### src/rtl/bus_if_gen.sv
// bus_if_gen: pipeline-stage bus interface unit.
// Routes CPU-stage accesses to a zero-wait scratch-pad memory (SPM) or to the
// shared arbitrated bus, selected by the top SLV_IDX_W address bits. A read
// buffer keeps bus read data visible while the pipeline is stalled.
// Optional watchdog enabled by defining BUS_IF_TIMEOUT_EN: aborts a bus access
// that has not completed TIMEOUT cycles after entering REQ and pulses err.
module bus_if_gen #(
  parameter int unsigned DATA_W    = 32,
  parameter int unsigned ADDR_W    = 30,
  parameter int unsigned SLV_IDX_W = 3,
  parameter int unsigned SPM_IDX   = 1,
  parameter int unsigned TIMEOUT   = 255
) (
  input  logic              clk,
  input  logic              rst,
  input  logic              stall,
  input  logic              flush,
  output logic              busy,
  output logic              err,
  input  logic [ADDR_W-1:0] addr,
  input  logic              as,
  input  logic              rw,
  input  logic [DATA_W-1:0] wr_data,
  output logic [DATA_W-1:0] rd_data,
  input  logic [DATA_W-1:0] spm_rd_data,
  output logic [ADDR_W-1:0] spm_addr,
  output logic              spm_as,
  output logic              spm_rw,
  output logic [DATA_W-1:0] spm_wr_data,
  input  logic [DATA_W-1:0] bus_rd_data,
  input  logic              bus_rdy,
  input  logic              bus_grnt,
  output logic              bus_req,
  output logic [ADDR_W-1:0] bus_addr,
  output logic              bus_as,
  output logic              bus_rw,
  output logic [DATA_W-1:0] bus_wr_data
);

  typedef enum logic [1:0] {IDLE, REQ, ACCESS, HOLD} state_t;

  localparam logic [SLV_IDX_W-1:0] SPM_SEL = SLV_IDX_W'(SPM_IDX);

  // A zero watchdog limit would abort every access in its first REQ cycle.
  if (TIMEOUT == 0) begin : g_bad_timeout
    $error("bus_if_gen: TIMEOUT must be at least 1");
  end

  state_t            state_q;
  logic              bus_req_q;
  logic              bus_as_q;
  logic              bus_rw_q;
  logic [ADDR_W-1:0] bus_addr_q;
  logic [DATA_W-1:0] bus_wr_data_q;
  logic [DATA_W-1:0] rd_buf_q;
  logic              rd_hold_q;   // rd_buf holds read data for the HOLD state

  logic is_spm;
  logic done;
  logic expire;

  assign is_spm = (addr[ADDR_W-1 -: SLV_IDX_W] == SPM_SEL);
  assign done   = (state_q == ACCESS) && bus_rdy;

  // SPM side is a straight pass-through; only the strobe is qualified.
  assign spm_addr    = addr;
  assign spm_rw      = rw;
  assign spm_wr_data = wr_data;

  assign bus_req     = bus_req_q;
  assign bus_as      = bus_as_q;
  assign bus_rw      = bus_rw_q;
  assign bus_addr    = bus_addr_q;
  assign bus_wr_data = bus_wr_data_q;

`ifdef BUS_IF_TIMEOUT_EN
  localparam int unsigned CNT_W = $clog2(TIMEOUT + 1);

  logic [CNT_W-1:0] wdog_q;

  // Completion in the expiry cycle takes priority over the abort.
  assign expire = ((state_q == REQ) || (state_q == ACCESS)) &&
                  (wdog_q == CNT_W'(TIMEOUT)) && !done;

  // Watchdog: cleared when a bus access is accepted, counts REQ/ACCESS cycles.
  always_ff @(posedge clk or negedge rst) begin
    if (!rst) begin
      wdog_q <= '0;
    end else if ((state_q == IDLE) && as && !flush && !is_spm) begin
      wdog_q <= '0;
    end else if ((state_q == REQ) || (state_q == ACCESS)) begin
      wdog_q <= wdog_q + CNT_W'(1);
    end
  end
`else
  assign expire = 1'b0;
`endif

  // Combinational handshake towards the pipeline stage; silent during reset.
  always_comb begin
    busy    = 1'b0;
    err     = 1'b0;
    spm_as  = 1'b0;
    rd_data = '0;
    if (rst) begin
      unique case (state_q)
        IDLE: begin
          if (as && !flush) begin
            if (is_spm) begin
              if (!stall) begin
                spm_as = 1'b1;
                if (!rw) rd_data = spm_rd_data;
              end
            end else begin
              busy = 1'b1;
            end
          end
        end
        REQ: begin
          if (expire) err = 1'b1;
          else        busy = 1'b1;
        end
        ACCESS: begin
          if (bus_rdy) begin
            if (!bus_rw_q) rd_data = bus_rd_data;
          end else if (expire) begin
            err = 1'b1;
          end else begin
            busy = 1'b1;
          end
        end
        HOLD: begin
          if (rd_hold_q) rd_data = rd_buf_q;
        end
        default: ;
      endcase
    end
  end

  // Main FSM with registered bus-side outputs and the read buffer.
  always_ff @(posedge clk or negedge rst) begin
    if (!rst) begin
      state_q       <= IDLE;
      bus_req_q     <= 1'b0;
      bus_as_q      <= 1'b0;
      bus_rw_q      <= 1'b0;
      bus_addr_q    <= '0;
      bus_wr_data_q <= '0;
      rd_buf_q      <= '0;
      rd_hold_q     <= 1'b0;
    end else begin
      unique case (state_q)
        IDLE: begin
          if (as && !flush && !is_spm) begin
            bus_req_q     <= 1'b1;
            bus_addr_q    <= addr;
            bus_rw_q      <= rw;
            bus_wr_data_q <= wr_data;
            state_q       <= REQ;
          end
        end
        REQ: begin
          if (expire) begin
            bus_req_q     <= 1'b0;
            bus_as_q      <= 1'b0;
            bus_rw_q      <= 1'b0;
            bus_addr_q    <= '0;
            bus_wr_data_q <= '0;
            rd_buf_q      <= '0;
            rd_hold_q     <= 1'b0;
            state_q       <= stall ? HOLD : IDLE;
          end else if (bus_grnt) begin
            bus_as_q <= 1'b1;
            state_q  <= ACCESS;
          end
        end
        ACCESS: begin
          bus_as_q <= 1'b0;
          if (bus_rdy || expire) begin
            if (bus_rdy && !bus_rw_q) rd_buf_q <= bus_rd_data;
            else if (!bus_rdy)        rd_buf_q <= '0;
            rd_hold_q     <= bus_rdy && !bus_rw_q;
            bus_req_q     <= 1'b0;
            bus_rw_q      <= 1'b0;
            bus_addr_q    <= '0;
            bus_wr_data_q <= '0;
            state_q       <= stall ? HOLD : IDLE;
          end
        end
        HOLD: begin
          if (!stall) state_q <= IDLE;
        end
        default: state_q <= IDLE;
      endcase
    end
  end

endmodule
### config.mk
export PLATFORM = sky130hd
export DESIGN_NAME = bus_if_gen
export DESIGN_NICKNAME = d
export VERILOG_FILES = /design/src/rtl/bus_if_gen.sv
export SDC_FILE = /design/constraint.sdc
export NUM_CORES = 1
export LEC_CHECK = 0
export CAP_MARGIN = 10
export CORE_MARGIN = 8
export CORE_UTILIZATION = 27
export CTS_CLUSTER_SIZE = 20
export DETAILED_ROUTE_END_ITERATION = 8
export MAX_ROUTING_LAYER = met4
export RECOVER_POWER = 100
export SYNTH_ARGS = -nofsm -noshare
export SYNTH_HDL_FRONTEND = slang
export SYNTH_SLANG_ARGS = --single-unit
### constraint.sdc
create_clock -name clk -period 2.6 [get_ports clk]
set_clock_uncertainty 0.1 [all_clocks]
set_input_delay 0.39 -clock clk [delete_from_list [all_inputs] [get_ports clk]]
set_output_delay 0.39 -clock clk [all_outputs]
set_load 0.05 [all_outputs]
Word level (Yosys, flattened, before mapping). Cells that the tools add are included.

Equality and inequality tests: 8. Mux-type cells: 38. Reductions and logical operators: 14.

Operators by type and width (number): $mux 32 (10); $pmux 32 s3 (1); $pmux 32 s2 (1); $mux 30 (2); $pmux 30 s2 (1); $mux 1 (13); $mux 2 (5); $ne 2x2->1 const B (4); $pmux 2 s4 (1); $pmux 1 s2 (3); $reduce_and 3->1 (2); $eq 2x2->1 const B (2); $reduce_and 2->1 (2); $reduce_and 4->1 (1); $reduce_bool 2->1 (2); $eq 3x1->1 const B (1); $logic_and 1x1->1 (3); $logic_not 1->1 (3); $pmux 1 s3 (1); $eq 2x1->1 const B (1); $logic_not 2->1 (1).

Bits in registers: 100. Input port bits: 134. Output and inout port bits: 163. Logic and storage cells: 68.

Longest topological paths before layout. Gate-level depths: netlist of run 1.

Depth in word-level cells: 6. Depth in mapped cells: 6.

Least setup slack after synthesis of run 1. No wires, ideal clock.

Kind: register to output. Start: register bus_rw_q (netlist: bus_rw). End: output port rd_data[11]. Arrival: 2.268 ns. Required time: 2.110 ns. Path slack: -0.158 ns. Stages on the path, launching flop included: 6. Buffers on the path: 2. Cell sequence: dfrtp_1 > nor4bb_1 > buf_2 > buf_1 > a22oi_1 > a21oi_1.

Cells in the longest elaborated chain, start to end: 4.

Ends and longest elaborated chain: start: declaration (line 52) `logic bus_rw_q;`; start signal: assignment (line 157) `bus_rw_q <= rw;`; $mux 32 (line 125) `if (!bus_rw_q) rd_data = bus_rd_data;`; $mux 32 (line 124) `if (bus_rdy) begin`; $pmux 32 s3 (line 106) `unique case (state_q)`; $mux 32 (line 105) `if (rst) begin`; end: declaration (line 24) `output logic [DATA_W-1:0] rd_data,`.

Every way passes these cells.

Worst setup path after layout of run 1.
Start: register state_q[0]. End: output port rd_data[3].

Cells in the longest elaborated chain, start to end: 3.

Ends and longest elaborated chain: start: declaration (line 49) `state_t state_q;`; start signal: assignment (line 171) `state_q <= stall ? HOLD : IDLE;`; start signal: assignment (line 187) `state_q <= stall ? HOLD : IDLE;`; $eq 2x2->1 or $logic_not 2->1 (tied branches) (line 106); $pmux 32 s3 (*) (line 106); $mux 32 (*) (line 105).

Every way passes the cells marked *; elsewhere a longest branch is shown, timed or not.

==> results of run 1 <==
==> layer usage <==
metal / wire length (µm) / global-route usage (%) / up-vias
li1: - / - / 1998
met1: 7890 / 18.6 / 2191
met2: 9400 / 26.2 / 214
met3: 1520 / 4.16 / 21
met4: 303 / 4.80 / 0
met5: 0 / - / -
==> final cells by class <==
class / count / area (µm²)
fillers: 1593 / 9380
repair buffers: 326 / 3540
flip-flops and latches: 100 / 2510
multi-input cells: 218 / 1930
well taps: 229 / 287
clock buffers: 9 / 225
clock inverters: 7 / 80.1
inverters: 4 / 15.0
==> report_power, final <==
| part | internal (mW) | switching, mW |
|---|---|---|
| Clock | 0.762 | 0.626 |
| Sequential | 2.31 | 0.436 |
| Combinational | 2.20 | 3.67 |
==> worst max-delay path, stage by stage, from the launching register on <==
cell	delay, ns
dfrtp_2	0.45
buf_12	0.14
nor4b_4	0.21
buf_6	0.18
clkbuf_16	0.18
nand4b_1	0.13
a21oi_2	0.22
buf_12	0.16
==> logic make-up after synthesis <==
family | synth area share [%]
buffers and inverters | 13.7
AOI/OAI and AO/OA | 20.5
other | 0.0756
DFF | 50.5
muxes | 7.27
and+or+nand+nor | 8.00
==> Yosys cell counts (2+ instances only) <==
| master | number | share of area (%) |
|---|---|---|
| nor2_1 | 2 | 0.15 |
| nand4b_1 | 32 | 5.7 |
| nand2_1 | 5 | 0.38 |
| dfrtp_1 | 100 | 50 |
| clkbuf_1 | 15 | 1.1 |
| inv_1 | 4 | 0.30 |
| a22oi_1 | 32 | 4.8 |
| mux2_2 | 32 | 7.3 |
| and3_1 | 2 | 0.25 |
| buf_2 | 15 | 1.5 |
| o21ai_0 | 2 | 0.20 |
| buf_1 | 2 | 0.15 |
| a22o_1 | 63 | 11 |
| buf_4 | 70 | 11 |
| a21oi_1 | 34 | 3.4 |
==> flip-flops by register name, indices dropped and copies added (netlist names) <==
register / cells
bus_rw: 1
bus_wr_data: 32
rd_buf_q: 32
bus_req: 1
rd_hold_q: 1
bus_as: 1
bus_addr: 30
state_q: 2
==> worst max path at each step <==
stage,cells after the start,slack [ns],startpoint,endpoint
4_1_cts,6,0.01,state_q[0]$_DFFE_PN0P_,rd_data[11]
3_5_place_dp,6,-0.01,bus_rdy,rd_data[2]
5_1_grt,7,0.004,state_q[0]$_DFFE_PN0P_,rd_data[31]
2_1_floorplan,5,0.1,bus_rw$_DFFE_PN0P_,rd_data[11]
3_3_place_gp,6,0.004,bus_rdy,rd_data[2]
6_report,7,0.07,state_q[0]$_DFFE_PN0P_,rd_data[3]
==> stage by stage <==
| step | std cells | total power [mW] | hold WS (ns) | util (%) | cell area [µm²] |
|---|---|---|---|---|---|
| finish | 893 | 10.0 | 0.311 | 47.8 | 8580 |
| global route | 893 | 10.5 | 0.306 | 47.8 | 8580 |
| CTS | 886 | 10.4 | 0.339 | 47.9 | 8610 |
| detailed placement | 860 | 8.73 | 0.178 | 45.4 | 8160 |
| global placement | 860 | 8.68 | 0.175 | 45.4 | 8160 |
| floorplan | 424 | 6.46 | -0.00559 | - | 5080 |
==> timing repair <==
action / CTS / global route
endpoints found under the setup margin: 11 / 33
cloned: 2 / 3
pin swaps: 3 / 10
endpoints found under the hold margin: 8 / 0
buffers inserted: 7 / 4
hold buffers: 1 / 0
gates resized for setup: 4 / 6
==> summary.txt, run 1 <==
H-tree lvl count -> 3
GPL Wtd Cong -> 0.762
# DRC -> 0
DR WL/cell -> 21.4 µm
Area Growth Syn to Fin -> 73.1%
Crit share post-route -> 97.3%
1st-pass router iterations -> 6
Setup-failing EPs final -> 0
FF-to-FF setup slack -> 0.23 ns
Hold EP -> state_q[0]$_DFFE_PN0P_
Register area share after synthesis -> 50.5%
Std-Cell Rows -> 49
Arrival time worst endpoint -> 2.04 ns
Syn Nets -> 558
Layout Nets -> 793
Diodes inserted -> 0
YS warnings -> 0
Leak -> 3.60 nW
Tmin final -> 2.53 ns
Die ar. -> 0.0230 mm²
Die X -> 152 µm
Startpoint Class -> flop
Drt total wl -> 19.1 mm
Antenna violations before repair -> 0
Worst setup margin -> 0.0712 ns
GRT Residual Overflow -> 0
Final antenna-violating net count -> 0
Hold_sp -> stall
Post-synth EDFFs -> 0
Clock-pin slew on the worst setup and hold paths -> 0.07 ns
Setup slack at placement -> -0.0108 ns
Path depth of the worst reg2reg path -> 7
Setup Crit Path Kind -> flop to output port
Slew at the pin with the worst max-slew slack -> 1.30 ns
Largest net degree at the start of global routing -> 63
Most frequent cells in the layout -> clkdlybuf4s50_1 (128), dlygate4sd3_1 (113), dfrtp_1 (97)
First-pass GRT wire length -> 27.4 mm
Synth Instances -> 424
Peak supply drop -> 0.650 mV
Crit-path max FO -> 16
Distinct cells, synth -> 29
Worst r2r src -> state_q[0]$_DFFE_PN0P_
Unrepaired setup endpoints after global routing -> no
Most common cell after layout, fill and taps aside -> clkdlybuf4s50_1
Cell area after synthesis -> 0.00496 mm²
Max Root-Sink Buffers -> 2
Fmax -> 395 MHz
CP required -> 2.11 ns
Status -> complete, no violations
Post-synth ARST share -> 100%
Cts bufs inserted -> 9
Die Y -> 152 µm
Core area -> 0.0180 mm²
Hold Path Cell Cnt -> 3
Via count -> 4424
# IOs -> 297
Clk Latency, worst-skew pair -> 0.35 ns
Num Clock Sinks -> 100
Max-Cap Viols -> 0
Max-slew headroom -> 13.1%
Crit. End Element -> output port
Hold crit path type -> input port to flop
Fin. Hold Viols -> 0
Initial Utilization -> 27.6%
Final Slew Violations -> 0
CTS root buffer -> clkbuf_16
Vias in the first global route -> 4859
Post-synth top flop -> dfrtp_1
TritonCTS clock tree -> built
Total negative slack -> 0 ns
Synthesized area per cell -> 11.7 µm²
#FFs+latches synth -> 100
Overall Global Routing Usage -> 15.8%
Power density of the placed cells -> 1170 mW/mm²
Initial DRC count -> 160
Layout cell share with drive strength beyond 1 -> 22.9%
Hpwl dp -> 13.6 mm
IO Port Bufs -> 295
Worst R2R End -> bus_addr[8]$_DFFE_PN0P_
DR vias/cell -> 4.95
No activity file was read; power rests on OpenSTA's default activity.
==> run 2, diff against run 1 <==
--- a/config.mk
+++ b/config.mk
@@ -5,6 +5,7 @@
 export SDC_FILE = /design/constraint.sdc
 export NUM_CORES = 1
 export LEC_CHECK = 0
+export ABC_AREA = 1
 export CAP_MARGIN = 10
 export CORE_MARGIN = 8
 export CORE_UTILIZATION = 27
==> summary.txt, run 2 <==
GRT Residual Overflow -> 0 (unchanged)
DR WL/cell -> 16.6 µm (-22%)
CP required -> 2.11 ns (about the same)
Max-slew headroom -> 51.0% (+38 points)
CP Cell Sequence -> clkdlybuf4s50_1 > buf_4 > nand3_1 > nor2_1 > nor2_1 > a21oi_1 > clkbuf_2
GPL Wtd Cong -> 0.813 (+6.6%)
Fin. Hold Viols -> 0 (unchanged)
Pint -> 4.67 mW (-12%)
Antenna violations before repair -> 0 (unchanged)
Syn Nets -> 839 (+50%)
Wire length on met3 -> 1.16 mm (-23%)
Crit path to -> rd_data[8]
Num Clock Sinks -> 100 (unchanged)
Initial Utilization -> 27.2% (-0.41 points)
Arrival time worst endpoint -> 2.01 ns (-0.03 ns)
Sequential share of power -> 27.9% (+0.4 points)
Startpoint Class -> input port
Unrepaired setup endpoints after global routing -> yes
Vias in the first global route -> 5319 (+9.5%)
Status -> complete, no violations
Distinct cells, synth -> 24 (-17%)
PnR Total Power -> 9.41 mW (-6.1%)
# IOs -> 297 (unchanged)
Clock power share -> 14.8% (+0.9 points)
Adder-cell share of the synthesized area -> 0% (unchanged)
Worst r2r src -> state_q[1]$_DFFE_PN0P_
Top post-synthesis cells by area -> dfrtp_1 (46%), nand2_1 (14%), buf_4 (11%), nand3_1 (6.3%), nor2_1 (4.7%)
Most frequent cells in the layout -> nand2_1 (200), clkdlybuf4s50_1 (132), dlygate4sd3_1 (115)
CTS root buffer -> clkbuf_16
Tmin final -> 2.50 ns (-0.0260 ns)
Power density of the placed cells -> 1090 mW/mm² (-6.7%)
Most common cell after layout, fill and taps aside -> nand2_1
1st-pass router iterations -> 4 (-2)
Std-Cell Rows -> 52 (+6.1%)
Met2 routed WL -> 10.2 mm (+8.3%)
H-tree lvl count -> 3 (unchanged)
Core area -> 0.0200 mm² (+12%)
Area Growth Syn to Fin -> 58.5%
Synth Area in XOR/XNOR -> 0% (unchanged)
Crit-path max FO -> 16 (unchanged)
Leak -> 3.94 nW (+9.3%)
Simple-gate share of the synthesized area -> 28.9% (+21 points)
IO Port Bufs -> 295 (unchanged)
Cts bufs inserted -> 9 (unchanged)
Largest family of logic cells by synthesized area -> simple AND/OR/NAND/NOR gates
#FFs+latches synth -> 100 (unchanged)
Top cells by count, synth -> nand2_1 (200), dfrtp_1 (100), buf_4 (77), nand3_1 (69), nor2_1 (68)
Post-synthesis mux area share -> 0% (-7.3 points)
Final Slew Violations -> 0 (unchanged)
Total negative slack -> 0 ns (unchanged)
Most common cell on crit path -> nor2_1
Via count -> 5308 (+20%)
# DRC -> 0 (unchanged)
Fmax -> 400 MHz (+1.0%)
Setup Crit Path Kind -> input port to output port
Setup-failing EPs final -> 0 (unchanged)
Max-Cap Viols -> 0 (unchanged)
First-pass GRT wire length -> 30.4 mm (+11%)
Slowest stage cell, crit path -> clkdlybuf4s50_1
Post-synth top flop -> dfrtp_1
Register area share after synthesis -> 45.9% (-4.5 points)
Hpwl dp -> 15.2 mm (+12%)
Net switching power -> 4.73 mW (about the same)
Peak supply drop -> 0.462 mV (-29%)
Fin util -> 43.1% (-4.7 points)
Overall Global Routing Usage -> 16.1% (+0.26 points)
FF-to-FF setup slack -> 0.33 ns (+0.10 ns)
Synth Instances -> 705 (+66%)
Placed insts -> 1180 (+37%)
Post-Layout Cell Count -> 1197 (+34%)
Largest net degree at the start of global routing -> 55 (-13%)
Synth top area share -> 45.9% (-4.5 points)
Worst R2R End -> bus_wr_data[3]$_DFFE_PN0P_
Die ar. -> 0.0250 mm² (+8.8%)
Synth Area in Compound Gates -> 7.19% (-13 points)
DR top layer -> met4
Layout Nets -> 1056 (+33%)
Crit share post-route -> 96.3% (-1.0 points)
Initial DRC count -> 286 (+79%)
Drt total wl -> 19.9 mm (+4.0%)
Crit path from -> bus_rdy
Post-synth top area cell -> dfrtp_1
M1 WL -> 8.19 mm (+3.8%)
Die X -> 158 µm (+4.3%)
Layout cell share with drive strength beyond 1 -> 8.41% (-14 points)
Max incr delay on CP -> 0.59 ns (+0.14 ns)
Diodes inserted -> 0 (unchanged)
Clock-pin slew on the worst setup and hold paths -> 0.07 ns (about the same)
Most frequent cell after synthesis -> nand2_1
Synthesized area per cell -> 7.73 µm² (-34%)
Slew at the pin with the worst max-slew slack -> 0.735 ns (-0.569 ns)
DR vias/cell -> 4.43 (-10%)
Worst hold margin -> 0.282 ns (-0.0288 ns)
Logic pwr share -> 57.4% (-1.3 points)
Post-synth EDFFs -> 0 (unchanged)
YS warnings -> 0 (unchanged)
Post-synth ARST share -> 100% (unchanged)
Clk Latency, worst-skew pair -> 0.34 ns (about the same)
Max Root-Sink Buffers -> 2 (unchanged)
Die Y -> 158 µm (+4.3%)
Hold crit path type -> input port to async pin
Switching share of power -> 50.3% (+3.1 points)
Final antenna-violating net count -> 0 (unchanged)
Path depth of the worst reg2reg path -> 8 (+1)
TritonCTS clock tree -> built
Cell area after synthesis -> 0.00545 mm² (+9.9%)
Crit. End Element -> output port
==> run 2: changes by cell type in the layout (fill, tap and decap cells not counted), sizes merged, moves of 31 or more <==
cell	change
nand2	+197
a22o	-63
mux2	-32
a22oi	-32
o22ai	+31
nand4b	-32
nor2	+69
nor3	+32
nand3	+69
inv	+40
==> run 2: routing by layer <==
layer | vias to the layer above | GRT usage [%]
met4 | 0 | 4.71
li1 | 2634 | -
met3 | 20 | 3.33
met1 | 2493 | 19.2
met5 | - | -
met2 | 161 | 27.1
==> run 2: worst min path at each step <==
stage	end	slack [ns]
after floorplan	bus_addr[0]$_DFFE_PN0P_	-0.006
after global placement	rd_buf_q[5]$_DFFE_PN0P_	0.10
after detailed placement	rd_buf_q[5]$_DFFE_PN0P_	0.10
after CTS	rd_buf_q[5]$_DFFE_PN0P_	0.26
after global routing	rd_buf_q[5]$_DFFE_PN0P_	0.27
final	rd_buf_q[5]$_DFFE_PN0P_	0.28
==> run 2: power groups by stage <==
stage | combinational, mW | clock, mW | sequential [mW]
5_1_grt | 5.78 | 1.50 | 2.72
2_1_floorplan | 2.06 | 0 | 4.31
3_3_place_gp | 5.70 | 0 | 2.64
6_report | 5.40 | 1.39 | 2.62
4_1_cts | 5.76 | 1.45 | 2.65
3_5_place_dp | 5.74 | 0 | 2.67
==> run 2: what timing repair did <==
action / CTS / global route
setup endpoints to repair: 0 / 32
hold endpoints to repair: 4 / 0
buffers inserted: 0 / 0
resized for setup: 0 / 3
hold buffers: 1 / 0
==> run 2: kinds of logic (layout without fill, tap and decap cells) <==
| kind of cell | count (synthesis) | in the layout |
|---|---|---|
| AO/OA/AOI/OAI | 70 | 70 |
| buffers and inverters | 156 | 378 |
| flip-flops | 100 | 100 |
| other | 1 | 1 |
| AND/OR/NAND/NOR | 378 | 378 |
==> run 2: metrics by stage <==
stage                     cell area (µm²)  setup WS (ns)
final                                8640         0.0972
after global routing                 8640        -0.0256
after CTS                            8800         0.0395
after detailed placement             8490          0.101
after global placement               8490          0.124
after floorplan                      5450         0.0155
==> run 2: area by class of cell <==
class / count / area (µm²)
Timing Repair Buffer: 315 / 3340
Clock buffer: 9 / 225
Tap cell: 270 / 338
Fill cell: 2067 / 11400
Multi-Input combinational cell: 449 / 1970
Sequential cell: 100 / 2500
Inverter: 47 / 178
Clock inverter: 7 / 80.1
==> run 2: worst max-delay path: cells and delay by family <==
family | cells | cell delay, ns
simple gates | 3 | 0.30
compound gates | 1 | 0.15
buf+inv | 3 | 1.17
